File: src/rtl/tick_period_meter_pkg.sv
`timescale 1ns/1ps
`default_nettype none
// ============================================================================
// Module   : tick_period_meter_pkg
// Purpose  : Shared FSM state encoding and averaging constants for the
//            tick period meter.
// Revision : 1.0
// ============================================================================
package tick_period_meter_pkg;

    typedef enum logic [1:0] {
        IDLE    = 2'd0,
        ARM     = 2'd1,
        MEASURE = 2'd2,
        DONE    = 2'd3
    } state_e;

    localparam int unsigned AVG_PERIODS = 4;
    localparam int unsigned AVG_SHIFT   = $clog2(AVG_PERIODS);

endpackage
`default_nettype wire

File: src/rtl/tick_edge_sync.sv
`timescale 1ns/1ps
`default_nettype none
// ============================================================================
// Module   : tick_edge_sync
// Purpose  : Multi-flop synchronizer followed by a rising-edge detector.
//            SYNC_STAGES must be at least 2.
// Revision : 1.0
// ============================================================================
module tick_edge_sync #(
    parameter int SYNC_STAGES = 2
) (
    input  logic clk,
    input  logic reset,
    input  logic d,
    output logic rise
);

    logic [SYNC_STAGES-1:0] sync_q;
    logic                   prev_q;
    logic [SYNC_STAGES:0]   fill_q;

    always_ff @(posedge clk or negedge reset) begin
        if (!reset) begin
            sync_q <= '0;
            prev_q <= 1'b0;
            fill_q <= '0;
        end else begin
            sync_q <= {sync_q[SYNC_STAGES-2:0], d};
            prev_q <= sync_q[SYNC_STAGES-1];
            fill_q <= {fill_q[SYNC_STAGES-1:0], 1'b1};
        end
    end

    // Edges are suppressed until the whole chain holds samples taken after
    // reset release, so a level already high at release is not a rise.
    assign rise = sync_q[SYNC_STAGES-1] & ~prev_q & fill_q[SYNC_STAGES];

endmodule
`default_nettype wire

File: src/rtl/tick_period_meter.sv
`timescale 1ns/1ps
`default_nettype none
// ============================================================================
// Module   : tick_period_meter
// Purpose  : Measures clk cycles between rising edges of an asynchronous
//            tick. Define TICK_PERIOD_METER_AVG_EN to average 4 periods.
// Revision : 1.0
// ============================================================================
module tick_period_meter
    import tick_period_meter_pkg::*;
#(
    parameter int CNT_WIDTH   = 16,
    parameter int SYNC_STAGES = 2
) (
    input  logic                 clk,
    input  logic                 reset,
    input  logic                 start,
    input  logic                 tick_in,
    output logic [CNT_WIDTH-1:0] period,
    output logic                 valid,
    output logic                 busy,
    output logic                 overflow
);

`ifdef TICK_PERIOD_METER_AVG_EN
    localparam int ACC_W = CNT_WIDTH + 2;
`else
    localparam int ACC_W = CNT_WIDTH;
`endif

    localparam logic [ACC_W-1:0] c_cnt_max = '1;
    localparam logic [ACC_W-1:0] c_cnt_one = ACC_W'(1);

    state_e                 state_q, state_d;
    logic [ACC_W-1:0]       cnt_q, cnt_d;
    logic [CNT_WIDTH-1:0]   period_q, period_d;
    logic                   valid_q, valid_d;
    logic                   ovf_q, ovf_d;
    logic                   w_edge_p;

`ifdef TICK_PERIOD_METER_AVG_EN
    localparam logic [AVG_SHIFT-1:0] c_last_edge = AVG_SHIFT'(AVG_PERIODS - 1);
    logic [AVG_SHIFT-1:0]   nedge_q, nedge_d;
`endif

    tick_edge_sync #(
        .SYNC_STAGES (SYNC_STAGES)
    ) u_sync (
        .clk   (clk),
        .reset (reset),
        .d     (tick_in),
        .rise  (w_edge_p)
    );

    always_ff @(posedge clk or negedge reset) begin
        if (!reset) begin
            state_q  <= IDLE;
            cnt_q    <= '0;
            period_q <= '0;
            valid_q  <= 1'b0;
            ovf_q    <= 1'b0;
`ifdef TICK_PERIOD_METER_AVG_EN
            nedge_q  <= '0;
`endif
        end else begin
            state_q  <= state_d;
            cnt_q    <= cnt_d;
            period_q <= period_d;
            valid_q  <= valid_d;
            ovf_q    <= ovf_d;
`ifdef TICK_PERIOD_METER_AVG_EN
            nedge_q  <= nedge_d;
`endif
        end
    end

    always_comb begin
        state_d  = state_q;
        cnt_d    = cnt_q;
        period_d = period_q;
        valid_d  = valid_q;
        ovf_d    = ovf_q;
`ifdef TICK_PERIOD_METER_AVG_EN
        nedge_d  = nedge_q;
`endif
        case (state_q)
            IDLE: begin
                // A coincident edge is deliberately dropped here.
                if (start) begin
                    state_d = ARM;
                    valid_d = 1'b0;
                    ovf_d   = 1'b0;
                end
            end
            ARM: begin
                if (w_edge_p) begin
                    cnt_d   = c_cnt_one;
                    state_d = MEASURE;
`ifdef TICK_PERIOD_METER_AVG_EN
                    nedge_d = '0;
`endif
                end
            end
            MEASURE: begin
`ifdef TICK_PERIOD_METER_AVG_EN
                // The counter runs across all periods, so it is the sum.
                if (w_edge_p && (nedge_q == c_last_edge)) begin
                    period_d = CNT_WIDTH'(cnt_q >> AVG_SHIFT);
                    valid_d  = 1'b1;
                    state_d  = DONE;
                end else if (cnt_q == c_cnt_max) begin
                    period_d = '1;
                    ovf_d    = 1'b1;
                    valid_d  = 1'b1;
                    state_d  = DONE;
                end else begin
                    cnt_d = cnt_q + c_cnt_one;
                    if (w_edge_p) begin
                        nedge_d = nedge_q + 1'b1;
                    end
                end
`else
                if (w_edge_p) begin
                    period_d = cnt_q;
                    valid_d  = 1'b1;
                    state_d  = DONE;
                end else if (cnt_q == c_cnt_max) begin
                    period_d = '1;
                    ovf_d    = 1'b1;
                    valid_d  = 1'b1;
                    state_d  = DONE;
                end else begin
                    cnt_d = cnt_q + c_cnt_one;
                end
`endif
            end
            DONE: begin
                state_d = IDLE;
            end
            default: begin
                state_d = IDLE;
            end
        endcase
    end

    assign period   = period_q;
    assign valid    = valid_q;
    assign overflow = ovf_q;
    assign busy     = (state_q == ARM) || (state_q == MEASURE);

endmodule
`default_nettype wire

File: config.mk
export PLATFORM = sky130hd
export DESIGN_NAME = tick_period_meter
export DESIGN_NICKNAME = d
export VERILOG_FILES = /design/src/rtl/tick_period_meter_pkg.sv /design/src/rtl/tick_edge_sync.sv /design/src/rtl/tick_period_meter.sv
export SDC_FILE = /design/constraint.sdc
export NUM_CORES = 1
export LEC_CHECK = 0
export CORE_MARGIN = 5
export CORE_UTILIZATION = 55
export DETAILED_ROUTE_END_ITERATION = 16
export PLACE_DENSITY = 0.79
export REMOVE_ABC_BUFFERS = 1
export SYNTH_ARGS = -nofsm -noshare
export SYNTH_HDL_FRONTEND = slang
export SYNTH_SLANG_ARGS = --single-unit
File: constraint.sdc
create_clock -name clk -period 2.7 [get_ports clk]
set_clock_uncertainty 0.2 [all_clocks]
set_input_delay 0.54 -clock clk [delete_from_list [all_inputs] [get_ports clk]]
set_output_delay 0.54 -clock clk [all_outputs]
set_load 0.05 [all_outputs]
==> PnR_summary.wiki, run 1 <==
{| class="wikitable"
! Metric !! Value
|-
| Max cap viols || 0
|-
| Area share of the largest cell type after synthesis || 50.91%
|-
| RSZ-0062 raised after global routing || no
|-
| Switching Fraction || 46.21%
|-
| HPWL after DPL || about 3300 microns
|-
| Run status || completed
|-
| DRT antenna net count || 0
|-
| Worst slew margin relative to its limit || around 40%
|-
| Count of input and output buffers || 22
|-
| Commonest cells post-synth || 42 x sky130_fd_sc_hd__dfrtp_1, 15 x sky130_fd_sc_hd__nand2_1, 13 x sky130_fd_sc_hd__a31oi_1, 13 x sky130_fd_sc_hd__o22a_2
|-
| Mapped cell area || 2064 sq um
|-
| DP Worst Slack || between 0.3 and 0.4 ns
|-
| Overall routing resource usage || between 20% and 30%
|-
| Number of buffers created by CTS || 5
|-
| Count of routing violations after the opening detailed-route iteration || 129
|-
| Startpoint of the worst register-to-register path || cnt_q[1]$_DFFE_PN0P_
|-
| Relative contribution of combinational cells to total power || roughly 53%
|-
| Data arrival time at the worst-slack endpoint || around 1.9 ns
|-
| Post-Synthesis Mean Instance Area || between 10 and 15 sq um
|-
| # fillers || ~280
|-
| Floorplan die area || 5079 sq um
|-
| TritonCTS Sinks || 42
|-
| Met2 routed wirelength || about 2200 microns
|-
| Startpoint class of the critical path || flip-flop
|-
| Worst-case clock buffer depth || 2
|-
| Worst min-delay path class || flip-flop to flip-flop
|-
| Final routed wirelength across all metal layers || 4635 microns
|-
| Worst hold stages || 0
|-
| Wire length of the first global-routing pass || around 8100 microns
|-
| Insertion delay to the later sink of the worst-skew pair || about 0.29 ns
|-
| WP buf/inv || 2
|-
| Gates resized, CTS repair || 0
|-
| Post-route core utilization || 66.30%
|-
| Cell depth of the worst flop-to-flop path || 6
|-
| Achievable frequency || roughly 380 MHz
|-
| Capture point of the worst reg-to-reg path || cnt_q[7]$_DFFE_PN0P_
|-
| Static leakage || 1.018 nW
|-
| Total of endpoints with negative setup slack in the final report || 0
|-
| Clock slew at the register clock pins of the worst setup and hold paths || 0.08 ns
|-
| Class of the most critical setup path || flip-flop to output port
|-
| VDD IR max || 608.2 uV
|-
| Share of final-layout standard cells stronger than drive strength 1 || about a fifth
|-
| Yosys warning total || 0
|-
| Worst setup slack after layout || between 0.1 and 0.15 ns
|-
| CTS Hold Buffers Added || 0
|-
| Syn Inst Count || between 150 and 200
|-
| Die width || around 71 microns
|-
| Launch instance of the worst min-delay path || u_sync.fill_q[1]$_DFF_PN0_
|-
| Relative contribution of sequential cells to total power || between 30% and 40%
|-
| Max incr delay on CP || roughly 0.80 ns
|-
| Power per unit of standard cell area || approximately 1200 nW/um^2
|-
| Number of antenna violations at the first check in global routing || 0
|-
| Required time of the critical path || just under 2 ns
|-
| Dpl cell area || between 2000 and 2500 sq um
|-
| CTS tree || done
|-
| Top-Level Pins || 23
|-
| Detailed-routed wire length on met3 || roughly 340 microns
|-
| Wire length per cell || approximately 18 microns
|-
| Slack of the worst reg-to-reg path || just under 0.3 ns
|-
| Post-route cell area || around 2400 sq um
|-
| Flip-flop and latch count after synthesis || 42
|-
| Slew Limit Fails || 0
|-
| Final Hold Fails || 0
|-
| Leading post-synthesis cells by cell area || sky130_fd_sc_hd__dfrtp_1 51%, sky130_fd_sc_hd__o22a_2 6.3%, sky130_fd_sc_hd__a31oi_1 3.9%
|-
| CP Capture Type || output port
|-
| Cell accounting for the most synthesized area || sky130_fd_sc_hd__dfrtp_1
|-
| Number of global-route vias before repair || between 1500 and 2000
|-
| Maximum fanout along the worst path || 3
|-
| H-tree depth || 2
|-
| Worst path cell trace || inv_1 > ha_1 > clkdlybuf4s50_1
|-
| Met1 Wirelength || about 2000 microns
|-
| EDFF count, synth || 0
|-
| Clock power frac || between 10% and 20%
|-
| Count of TritonRoute iterations in the first routing pass || 4
|-
| Async SR Flop Fraction || between 90% and 100%
|-
| Net count of the finished layout || about 220
|-
| Cell-internal power || around 1.6 mW
|-
| Worst Tran Pin Value || between 0.8 and 0.9 ns
|-
| Largest net degree at the start of global routing || 43
|-
| Destination of the worst hold path || u_sync.fill_q[2]$_DFF_PN0_
|-
| Gpl congestion || 0.9138
|-
| Switching power total || roughly 1.4 mW
|-
| Layout Area Growth over Synthesis || 17.58%
|-
| CTS root buffer || sky130_fd_sc_hd__clkbuf_8
|-
| Sequential share of the synthesized area || 50.91%
|-
| Antenna fix cells || 0
|-
| Buffers inserted during post-CTS setup optimization || 0
|-
| Core Area || 3661 sq um
|-
| Post-route fraction of the period consumed by the critical path || just under 100%
|-
| Number of unique standard cell types used by synthesis || between 50 and 60
|-
| Remaining global-route overflow || 0
|-
| Remaining design rule violation count || 0
|-
| Most instantiated library cell after synthesis || sky130_fd_sc_hd__dfrtp_1
|-
| Standard-cell row count || 22
|-
| Overall via count from detail_route || between 1500 and 2000
|-
| Via density per instance || 6.231
|-
| Setup total negative slack || 0 ns
|-
| Slowest cell on the critical path || sky130_fd_sc_hd__clkdlybuf4s50_1
|-
| Final critical delay including setup and external delays || roughly 2.6 ns
|-
| Overall die height || approximately 71 microns
|-
| Cell family with most CP delay || buffers and inverters
|-
| Starting utilization of the core area || 56.39%
|-
| Top routing layer in use || met4
|-
| Main flop type after synthesis || sky130_fd_sc_hd__dfrtp_1
|}
sequential cells by signal (all words and copies together) (netlist names):
name / cells
state_q: 2
u_sync.fill_q: 3
period: 16
cnt_q: 16
valid: 1
u_sync.sync_q: 2
u_sync.prev_q: 1
overflow: 1
kinds of logic after synthesis:
logic type	Yosys count	synth area share (%)
adders and majority gates	4	2.424
muxes	2	1.030
other	1	0.1816
AOI/OAI and AO/OA	63	23.76
DFF	42	50.91
buffers and inverters	13	2.848
xor gates and xnor gates	1	0.4243
and+or+nand+nor	63	18.43
power groups by stage:
stage                     registers, mW  logic (mW)  clock network, mW
after CTS                         0.987        1.56              0.388
after detailed placement          0.999        1.55                  0
final                             0.987        1.56              0.376
after floorplan                    1.42       0.603                  0
after global placement            0.982        1.52                  0
after global routing               1.02        1.67              0.421
worst register-to-register path, delay by kind of cell (launching register included):
kind / cells / cell delay [ns]
flops: 1 / 0.43
fa+ha+maj: 1 / 0.29
compound gates: 2 / 0.27
simple gates: 3 / 1.09
final cells by class:
type	instances	area [sq um]	area share, %
clock buffer	5	68.82	2.835
clock inverter	2	10.01	0.4124
inverter	4	15.01	0.6186
multi-input combinational	134	954.7	39.33
sequential	42	1051	43.30
tap	48	60.06	2.474
timing repair buffer	29	267.8	11.03
per-stage QoR:
stage	hold WS, ns	instances	power, mW
2_1_floorplan	0.04441	180	2.026
3_3_place_gp	0.1351	257	2.505
3_5_place_dp	0.1418	257	2.552
5_1_grt	0.1767	264	3.107
4_1_cts	0.1592	264	2.937
6_report	0.1544	264	2.921
cells in the final DEF (no fill, tap or decap), drive strengths merged, types with 5 or more instances in the layout:
cell and n:
nand3 6, a31oi 14, buf 8, nand2 17, o21ai 5, clkbuf 5
a21oi 13, nor3 6, o22a 16, clkdlybuf4s50 21, dfrtp 42, nor2 12
worst max-delay path by stage:
stage                            from                     to  slack (ns)  cells after the start
2_1_floorplan  state_q[0]$_DFFE_PN0P_  cnt_q[10]$_DFFE_PN0P_        0.51                      5
3_3_place_gp     cnt_q[0]$_DFFE_PN0P_  cnt_q[13]$_DFFE_PN0P_        0.42                      6
3_5_place_dp     cnt_q[1]$_DFFE_PN0P_   cnt_q[7]$_DFFE_PN0P_        0.31                      6
4_1_cts        state_q[0]$_DFFE_PN0P_                   busy        0.08                      3
5_1_grt        state_q[0]$_DFFE_PN0P_                   busy        0.02                      3
6_report       state_q[0]$_DFFE_PN0P_                   busy        0.10                      3
routing by layer:
layer / vias to the layer above / track usage (%)
met2: 67 / 30.61
met4: 0 / 9.186
met1: 790 / 28.18
li1: 777 / -
met5: - / 0
met3: 11 / 6.171
(Power assumes the default switching activity.)
==> inputs of run 2 (changes only) <==
--- a/config.mk
+++ b/config.mk
@@ -5,6 +5,7 @@
 export SDC_FILE = /design/constraint.sdc
 export NUM_CORES = 1
 export LEC_CHECK = 0
+export CORE_ASPECT_RATIO = 1.75
 export CORE_MARGIN = 5
 export CORE_UTILIZATION = 55
 export DETAILED_ROUTE_END_ITERATION = 16
==> run 2 against run 1 <==
- sequential power is essentially flat
- sequential share of layout area is 0.81 points lower
- fmax up 0.75%
- power up 4.1%
==> PnR_summary.wiki, run 2 (same netlist as run 1, synthesis figures left out) <==
{| class="wikitable"
! Metric !! Value
|-
| CTS Hold Buffers Added || 0 (unchanged)
|-
| Number of buffers created by CTS || 5 (unchanged)
|-
| Number of global-route vias before repair || 1722 (was 1644)
|-
| Largest net degree at the start of global routing || 43 (unchanged)
|-
| Share of final-layout standard cells stronger than drive strength 1 || 21.10% (was 20.37%)
|-
| Slowest cell on the critical path || sky130_fd_sc_hd__clkdlybuf4s50_1 (unchanged)
|-
| Wire length per cell || 17.53 microns (was 17.56 microns)
|-
| Required time of the critical path || 1.96 ns (about the same)
|-
| Max cap viols || 0 (unchanged)
|-
| Static leakage || 1.042 nW (was 1.018 nW)
|-
| CTS tree || done (unchanged)
|-
| Antenna fix cells || 0 (unchanged)
|-
| Core Area || 3628 sq um (was 3661 sq um)
|-
| Startpoint class of the critical path || flip-flop (unchanged)
|-
| TritonCTS Sinks || 42 (unchanged)
|-
| H-tree depth || 2 (unchanged)
|-
| Most common cell after layout, fill and taps aside || sky130_fd_sc_hd__dfrtp_1 (unchanged)
|-
| Maximum fanout along the worst path || 3 (unchanged)
|-
| Standard-cell row count || 29 (was 22)
|-
| Top-Level Pins || 23 (unchanged)
|-
| Achievable frequency || 387.8 MHz (was 384.9 MHz)
|-
| Worst path cell trace || inv_1 > ha_1 > clkdlybuf4s50_1 (unchanged)
|-
| Worst Tran Pin Value || 0.8839 ns (was 0.8903 ns)
|-
| WP buf/inv || 2 (unchanged)
|-
| Worst slew margin relative to its limit || 41.07% (was 40.64%)
|-
| Final routed wirelength across all metal layers || 4627 microns (was 4635 microns)
|-
| Power per unit of standard cell area || 1230 nW/um^2 (was 1204 nW/um^2)
|-
| Max incr delay on CP || 0.80 ns (about the same)
|-
| Count of routing violations after the opening detailed-route iteration || 59 (was 129)
|-
| VDD IR max || 960.4 uV (was 608.2 uV)
|-
| Die width || 56.32 microns (was 71.27 microns)
|-
| Buffers inserted during post-CTS setup optimization || 0 (unchanged)
|-
| Floorplan die area || 5127 sq um (was 5079 sq um)
|-
| Run status || completed (unchanged)
|-
| Cell family with most CP delay || buffers and inverters (unchanged)
|-
| Starting utilization of the core area || 56.90% (was 56.39%)
|-
| Overall via count from detail_route || 1671 (was 1645)
|-
| Setup total negative slack || 0 ns (unchanged)
|-
| Insertion delay to the later sink of the worst-skew pair || 0.29 ns (about the same)
|-
| Gpl congestion || 0.9073 (was 0.9138)
|-
| Total of endpoints with negative setup slack in the final report || 0 (unchanged)
|-
| Switching power total || 1.332 mW (was 1.350 mW)
|-
| Final Hold Fails || 0 (unchanged)
|-
| Via density per instance || 6.330 (was 6.231)
|-
| Gates resized, CTS repair || 0 (unchanged)
|-
| CP Capture Type || output port (unchanged)
|-
| Number of antenna violations at the first check in global routing || 0 (unchanged)
|-
| Count of TritonRoute iterations in the first routing pass || 4 (unchanged)
|-
| # fillers || 272 (was 283)
|-
| Layout Area Growth over Synthesis || 19.82% (was 17.58%)
|-
| Overall routing resource usage || 19.74% (was 20.69%)
|-
| CTS root buffer || sky130_fd_sc_hd__clkbuf_8 (unchanged)
|-
| Overall die height || 91.05 microns (was 71.27 microns)
|-
| Worst min-delay path class || flip-flop to flip-flop (unchanged)
|-
| Relative contribution of sequential cells to total power || 32.5% (was 33.8%)
|-
| Class of the most critical setup path || flip-flop to output port (unchanged)
|-
| Net count of the finished layout || 226 (was 224)
|-
| Count of input and output buffers || 22 (unchanged)
|-
| Wire length of the first global-routing pass || 7962 microns (was 8142 microns)
|-
| Switching Fraction || 43.78% (was 46.21%)
|-
| HPWL after DPL || 3397 microns (was 3293 microns)
|-
| Commonest cells after routing, fill and taps aside || 42 x sky130_fd_sc_hd__dfrtp_1, 21 x sky130_fd_sc_hd__clkdlybuf4s50_1, 15 x sky130_fd_sc_hd__nand2_1 (unchanged)
|-
| Final critical delay including setup and external delays || 2.578 ns (was 2.598 ns)
|-
| DRT antenna net count || 0 (unchanged)
|-
| Data arrival time at the worst-slack endpoint || 1.84 ns (was 1.86 ns)
|-
| Clock slew at the register clock pins of the worst setup and hold paths || 0.07 ns (was 0.08 ns)
|-
| Relative contribution of combinational cells to total power || 51.3% (was 53.3%)
|-
| Final cell count without fillers || 264 (unchanged)
|-
| Cell-internal power || 1.711 mW (was 1.571 mW)
|-
| RSZ-0062 raised after global routing || no (unchanged)
|-
| Clock power frac || 16.2% (was 12.9%)
|-
| Slew Limit Fails || 0 (unchanged)
|-
| Worst-case clock buffer depth || 2 (unchanged)
|-
| Placed cells || 257 (unchanged)
|-
| Remaining design rule violation count || 0 (unchanged)
|-
| Final worst hold slack || 0.1566 ns (was 0.1544 ns)
|-
| Remaining global-route overflow || 0 (unchanged)
|-
| Post-route fraction of the period consumed by the critical path || 95.50% (was 96.21%)
|}
## run 2: final timing paths
kind | from | end | depth (start not counted) | slack (ns)
worst max-delay path | state_q[0]$_DFFE_PN0P_ | busy | 3 | 0.12
worst min-delay path | u_sync.sync_q[0]$_DFF_PN0_ | u_sync.sync_q[1]$_DFF_PN0_ | 0 | 0.16
worst max register to register | cnt_q[0]$_DFFE_PN0P_ | cnt_q[13]$_DFFE_PN0P_ | 6 | 0.32
worst min register to register | u_sync.sync_q[0]$_DFF_PN0_ | u_sync.sync_q[1]$_DFF_PN0_ | 0 | 0.16
max in group asynchronous | reset | period[11]$_DFFE_PN0P_ | 1 | 1.58
min in group asynchronous | reset | period[3]$_DFFE_PN0P_ | 1 | 0.17
## run 2: per-stage QoR
stage / setup slack [ns] / utilization, % / total power, mW / area (sq um)
2_1_floorplan: 0.5076 / - / 2.026 / 2021
3_5_place_dp: 0.3343 / 65.07 / 2.569 / 2361
4_1_cts: 0.1004 / 68.17 / 3.066 / 2474
6_report: 0.1215 / 68.17 / 3.043 / 2474
3_3_place_gp: 0.4130 / 65.07 / 2.518 / 2361
5_1_grt: 0.01148 / 68.17 / 3.204 / 2474
## run 2: power by group through the flow
stage	sequential (mW)	combinational [mW]	clock (mW)
floorplan	1.42	0.603	0
global placement	0.979	1.54	0
detailed placement	1.00	1.57	0
CTS	0.989	1.57	0.506
global route	1.02	1.66	0.531
finish	0.988	1.56	0.493
## run 2: area by class of cell
class	instances	area (sq um)	share of cell area, %
Multi-Input combinational cell	134	954.7	38.59
Sequential cell	42	1051	42.49
Tap cell	46	57.56	2.327
Clock buffer	6	82.58	3.338
Inverter	4	15.01	0.6070
Timing Repair Buffer	31	282.8	11.43
Clock inverter	1	30.03	1.214
## run 2: layer usage
layer | track usage (%) | share of wire [%] | up-vias
met5 | 0 | 0 | -
met4 | 12.28 | 2.5 | 0
met3 | 3.830 | 4.3 | 13
met2 | 34.57 | 55 | 54
met1 | 21.32 | 38 | 831
li1 | - | - | 773
## run 2: worst reg2reg max path, cell delays in order (launching register included)
cell	delay (ns)
sky130_fd_sc_hd__dfrtp_1	0.42
sky130_fd_sc_hd__ha_1	0.27
sky130_fd_sc_hd__nand2_4	0.09
sky130_fd_sc_hd__or3_1	0.37
sky130_fd_sc_hd__or4_1	0.64
sky130_fd_sc_hd__a41oi_1	0.21
sky130_fd_sc_hd__a31oi_1	0.06
==> inputs of run 3 (changes only) <==
--- a/config.mk
+++ b/config.mk
@@ -5,11 +5,12 @@
 export SDC_FILE = /design/constraint.sdc
 export NUM_CORES = 1
 export LEC_CHECK = 0
-export CORE_ASPECT_RATIO = 1.75
+export ABC_AREA = 1
+export CORE_ASPECT_RATIO = 1.2
 export CORE_MARGIN = 5
-export CORE_UTILIZATION = 55
+export CORE_UTILIZATION = 56
 export DETAILED_ROUTE_END_ITERATION = 16
-export PLACE_DENSITY = 0.79
+export PLACE_DENSITY = 0.8
 export REMOVE_ABC_BUFFERS = 1
 export SYNTH_ARGS = -nofsm -noshare
 export SYNTH_HDL_FRONTEND = slang
==> run 3 against run 2 <==
- the flow now finishes with violations (hold timing)
- critical path type unchanged
- highest routed layer unchanged
- synthesized cell count grew 45%
- worst hold slack got worse by 0.16 ns
- register-to-register slack better by 0.16 ns
- area after synthesis rose by 9.4%
==> PnR_summary.wiki, run 3 <==
{| class="wikitable"
! Metric !! Value
|-
| HPWL after DPL || 3221 microns (was 3397 microns)
|-
| Share of final-layout standard cells stronger than drive strength 1 || 12.62% (was 21.10%)
|-
| Data arrival time at the worst-slack endpoint || 1.49 ns (was 1.84 ns)
|-
| Overall die height || 79.57 microns (was 91.05 microns)
|-
| Slack of the worst reg-to-reg path || 0.48 ns (was 0.32 ns)
|-
| Flip-flop and latch count after synthesis || 42 (unchanged)
|-
| Final worst hold slack || -0.006437 ns (was 0.1566 ns)
|-
| Gpl congestion || 0.8440 (was 0.9073)
|-
| Failing checks || hold timing
|-
| Via density per instance || 5.107 (was 6.330)
|-
| TritonCTS Sinks || 42 (unchanged)
|-
| Max cap viols || 0 (unchanged)
|-
| Cell accounting for the most synthesized area || sky130_fd_sc_hd__dfrtp_1 (unchanged)
|-
| Most instantiated library cell after synthesis || sky130_fd_sc_hd__nand2_1 (was sky130_fd_sc_hd__dfrtp_1)
|-
| Remaining design rule violation count || 0 (unchanged)
|-
| Yosys warning total || 0 (unchanged)
|-
| Worst path cell trace || clkdlybuf4s50_1 (was inv_1 > ha_1 > clkdlybuf4s50_1)
|-
| Net count of the finished layout || 308 (was 226)
|-
| Final critical delay including setup and external delays || 2.228 ns (was 2.578 ns)
|-
| Floorplan die area || 5408 sq um (was 5127 sq um)
|-
| Commonest cells post-synth || 71 x sky130_fd_sc_hd__nand2_1, 44 x sky130_fd_sc_hd__inv_1, 42 x sky130_fd_sc_hd__dfrtp_1 (was 42 x sky130_fd_sc_hd__dfrtp_1, 15 x sky130_fd_sc_hd__nand2_1, 13 x sky130_fd_sc_hd__a31oi_1, 13 x sky130_fd_sc_hd__o22a_2)
|-
| Worst Tran Pin Value || 0.5315 ns (was 0.8839 ns)
|-
| # fillers || 332 (was 272)
|-
| Placed cells || 347 (was 257)
|-
| Beginning of the critical path || period[5]$_DFFE_PN0P_ (was state_q[0]$_DFFE_PN0P_)
|-
| Overall routing resource usage || 19.73% (was 19.74%)
|-
| Clock slew at the register clock pins of the worst setup and hold paths || 0.09 ns (was 0.07 ns)
|-
| Area share of the largest cell type after synthesis || 46.54% (was 50.91%)
|-
| H-tree depth || 2 (unchanged)
|-
| Syn Inst Count || 274 (was 189)
|-
| Count of TritonRoute iterations in the first routing pass || 4 (unchanged)
|-
| Post-route fraction of the period consumed by the critical path || 82.52% (was 95.50%)
|-
| Top-Level Pins || 23 (unchanged)
|-
| Insertion delay to the later sink of the worst-skew pair || 0.30 ns (was 0.29 ns)
|-
| Worst-case clock buffer depth || 2 (unchanged)
|-
| Sequential share of the synthesized area || 46.54% (was 50.91%)
|-
| WP buf/inv || 1 (was 2)
|-
| Final routed wirelength across all metal layers || 4456 microns (was 4627 microns)
|-
| Total of endpoints with negative setup slack in the final report || 0 (unchanged)
|-
| Slew Limit Fails || 0 (unchanged)
|-
| Required time of the critical path || 1.96 ns (about the same)
|-
| Die width || 67.97 microns (was 56.32 microns)
|-
| Wire length of the first global-routing pass || 8100 microns (was 7962 microns)
|-
| Max incr delay on CP || 0.81 ns (was 0.80 ns)
|-
| Power per unit of standard cell area || 1037 nW/um^2 (was 1230 nW/um^2)
|-
| Wire length per cell || 12.55 microns (was 17.53 microns)
|-
| DP Worst Slack || 0.4564 ns (was 0.3343 ns)
|-
| Antenna fix cells || 0 (unchanged)
|-
| Count of routing violations after the opening detailed-route iteration || 84 (was 59)
|-
| Remaining global-route overflow || 0 (unchanged)
|-
| Buffers inserted during post-CTS setup optimization || 0 (unchanged)
|-
| Layout Area Growth over Synthesis || 14.79% (was 19.82%)
|-
| Count of input and output buffers || 22 (unchanged)
|-
| Class of the most critical setup path || flip-flop to output port (unchanged)
|-
| Run status || finished, violations left (was completed)
|-
| Slowest cell on the critical path || sky130_fd_sc_hd__clkdlybuf4s50_1 (unchanged)
|-
| Most common cell after layout, fill and taps aside || sky130_fd_sc_hd__nand2_1 (was sky130_fd_sc_hd__dfrtp_1)
|-
| Cell depth of the worst flop-to-flop path || 8 (was 6)
|-
| Worst min-delay path class || input pin to asynchronous set/reset pin (was flip-flop to flip-flop)
|-
| Core Area || 3910 sq um (was 3628 sq um)
|-
| DRT antenna net count || 0 (unchanged)
|-
| CP Capture Type || output port (unchanged)
|-
| Leading post-synthesis cells by cell area || sky130_fd_sc_hd__dfrtp_1 47%, sky130_fd_sc_hd__nand2_1 12%, sky130_fd_sc_hd__inv_1 7.3% (was sky130_fd_sc_hd__dfrtp_1 51%, sky130_fd_sc_hd__o22a_2 6.3%, sky130_fd_sc_hd__a31oi_1 3.9%)
|-
| Number of unique standard cell types used by synthesis || 30 (was 57)
|-
| Final Hold Fails || 13 (was 0)
|-
| Maximum fanout along the worst path || 2 (was 3)
|-
| Mapped cell area || 2258 sq um (was 2064 sq um)
|-
| Async SR Flop Fraction || 100.0% (unchanged)
|-
| EDFF count, synth || 0 (unchanged)
|-
| Starting utilization of the core area || 57.76% (was 56.90%)
|-
| VDD IR max || 909.2 uV (was 960.4 uV)
|-
| Cell family with most CP delay || buffers and inverters (unchanged)
|-
| Post-Synthesis Mean Instance Area || 8.242 sq um (was 10.92 sq um)
|-
| Worst setup slack after layout || 0.4719 ns (was 0.1215 ns)
|-
| Final total power || 2.688 mW (was 3.043 mW)
|-
| CTS tree || done (unchanged)
|-
| Capture point of the worst reg-to-reg path || cnt_q[5]$_DFFE_PN0P_ (was cnt_q[13]$_DFFE_PN0P_)
|-
| CTS root buffer || sky130_fd_sc_hd__clkbuf_8 (unchanged)
|-
| Startpoint class of the critical path || flip-flop (unchanged)
|-
| Commonest cells after routing, fill and taps aside || 71 x sky130_fd_sc_hd__nand2_1, 44 x sky130_fd_sc_hd__inv_1, 42 x sky130_fd_sc_hd__dfrtp_1 (was 42 x sky130_fd_sc_hd__dfrtp_1, 21 x sky130_fd_sc_hd__clkdlybuf4s50_1, 15 x sky130_fd_sc_hd__nand2_1)
|-
| Startpoint of the worst register-to-register path || state_q[0]$_DFFE_PN0P_ (was cnt_q[0]$_DFFE_PN0P_)
|-
| Achievable frequency || 448.8 MHz (was 387.8 MHz)
|-
| Post-route core utilization || 66.30% (was 68.17%)
|-
| Worst slew margin relative to its limit || 64.57% (was 41.07%)
|-
| Final cell count without fillers || 355 (was 264)
|-
| Number of buffers created by CTS || 5 (unchanged)
|-
| Main flop type after synthesis || sky130_fd_sc_hd__dfrtp_1 (unchanged)
|-
| RSZ-0062 raised after global routing || no (unchanged)
|-
| Static leakage || 1.244 nW (was 1.042 nW)
|-
| Setup total negative slack || 0 ns (unchanged)
|-
| Number of antenna violations at the first check in global routing || 0 (unchanged)
|-
| Standard-cell row count || 25 (was 29)
|-
| Overall via count from detail_route || 1813 (was 1671)
|-
| Number of global-route vias before repair || 1764 (was 1722)
|-
| Largest net degree at the start of global routing || 29 (was 43)
|}
==> run 3: cell families after synthesis <==
logic type                 synth area share (%)
xor gates and xnor gates                  1.164
adders and majority gates                 2.216
DFF                                       46.54
other                                    0.1660
AOI/OAI and AO/OA                         11.80
buffers and inverters                     10.75
and+or+nand+nor                           27.37
==> run 3: where the power goes <==
part | total, mW | leakage (nW) | switching, mW | internal [mW]
clock network | 0.416 | 0.0408 | 0.231 | 0.185
registers | 0.878 | 0.538 | 0.0926 | 0.786
logic | 1.39 | 0.665 | 0.958 | 0.436
total | 2.69 | 1.24 | 1.28 | 1.41
==> run 3: metrics by stage <==
stage | hold WS [ns] | cell area, sq um
2_1_floorplan | 0.04441 | 2185
3_3_place_gp | 0.1333 | 2497
3_5_place_dp | 0.1419 | 2497
4_1_cts | 0.006571 | 2590
5_1_grt | 0.03694 | 2592
6_report | -0.006437 | 2592
==> run 3: worst max-delay path by stage <==
stage / cells past startpoint / end / slack, ns
3_5_place_dp: 3 / busy / 0.46
5_1_grt: 8 / cnt_q[6]$_DFFE_PN0P_ / 0.34
4_1_cts: 3 / busy / 0.10
2_1_floorplan: 7 / overflow$_DFFE_PN0P_ / 0.18
6_report: 1 / period[5] / 0.47
3_3_place_gp: 3 / busy / 0.47
==> run 3: area by class of cell <==
cell class / count / area (sq um) / share of cell area, %
sequential: 42 / 1051 / 40.54
multi-input combinational: 180 / 964.7 / 37.21
timing repair buffer: 26 / 247.7 / 9.556
inverter: 45 / 168.9 / 6.515
clock buffer: 5 / 68.82 / 2.654
tap: 54 / 67.56 / 2.606
clock inverter: 3 / 23.77 / 0.9170
==> run 3: repair_timing <==
item                                    CTS  global route
hold buffers                              0             0
endpoints found under the setup margin    0             1
resized for setup                         0             1
==> run 3: per-layer routing <==
metal  vias up  wire length, microns  part of all wire, %  global-route usage, %
met2        45                  2209                   50                  32.88
met1       842                  1921                   43                  24.34
met5         -                     0                    0                      0
met3         9                   227                  5.1                  4.507
li1        917                     -                    -                      -
met4         0                    97                  2.2                  7.555
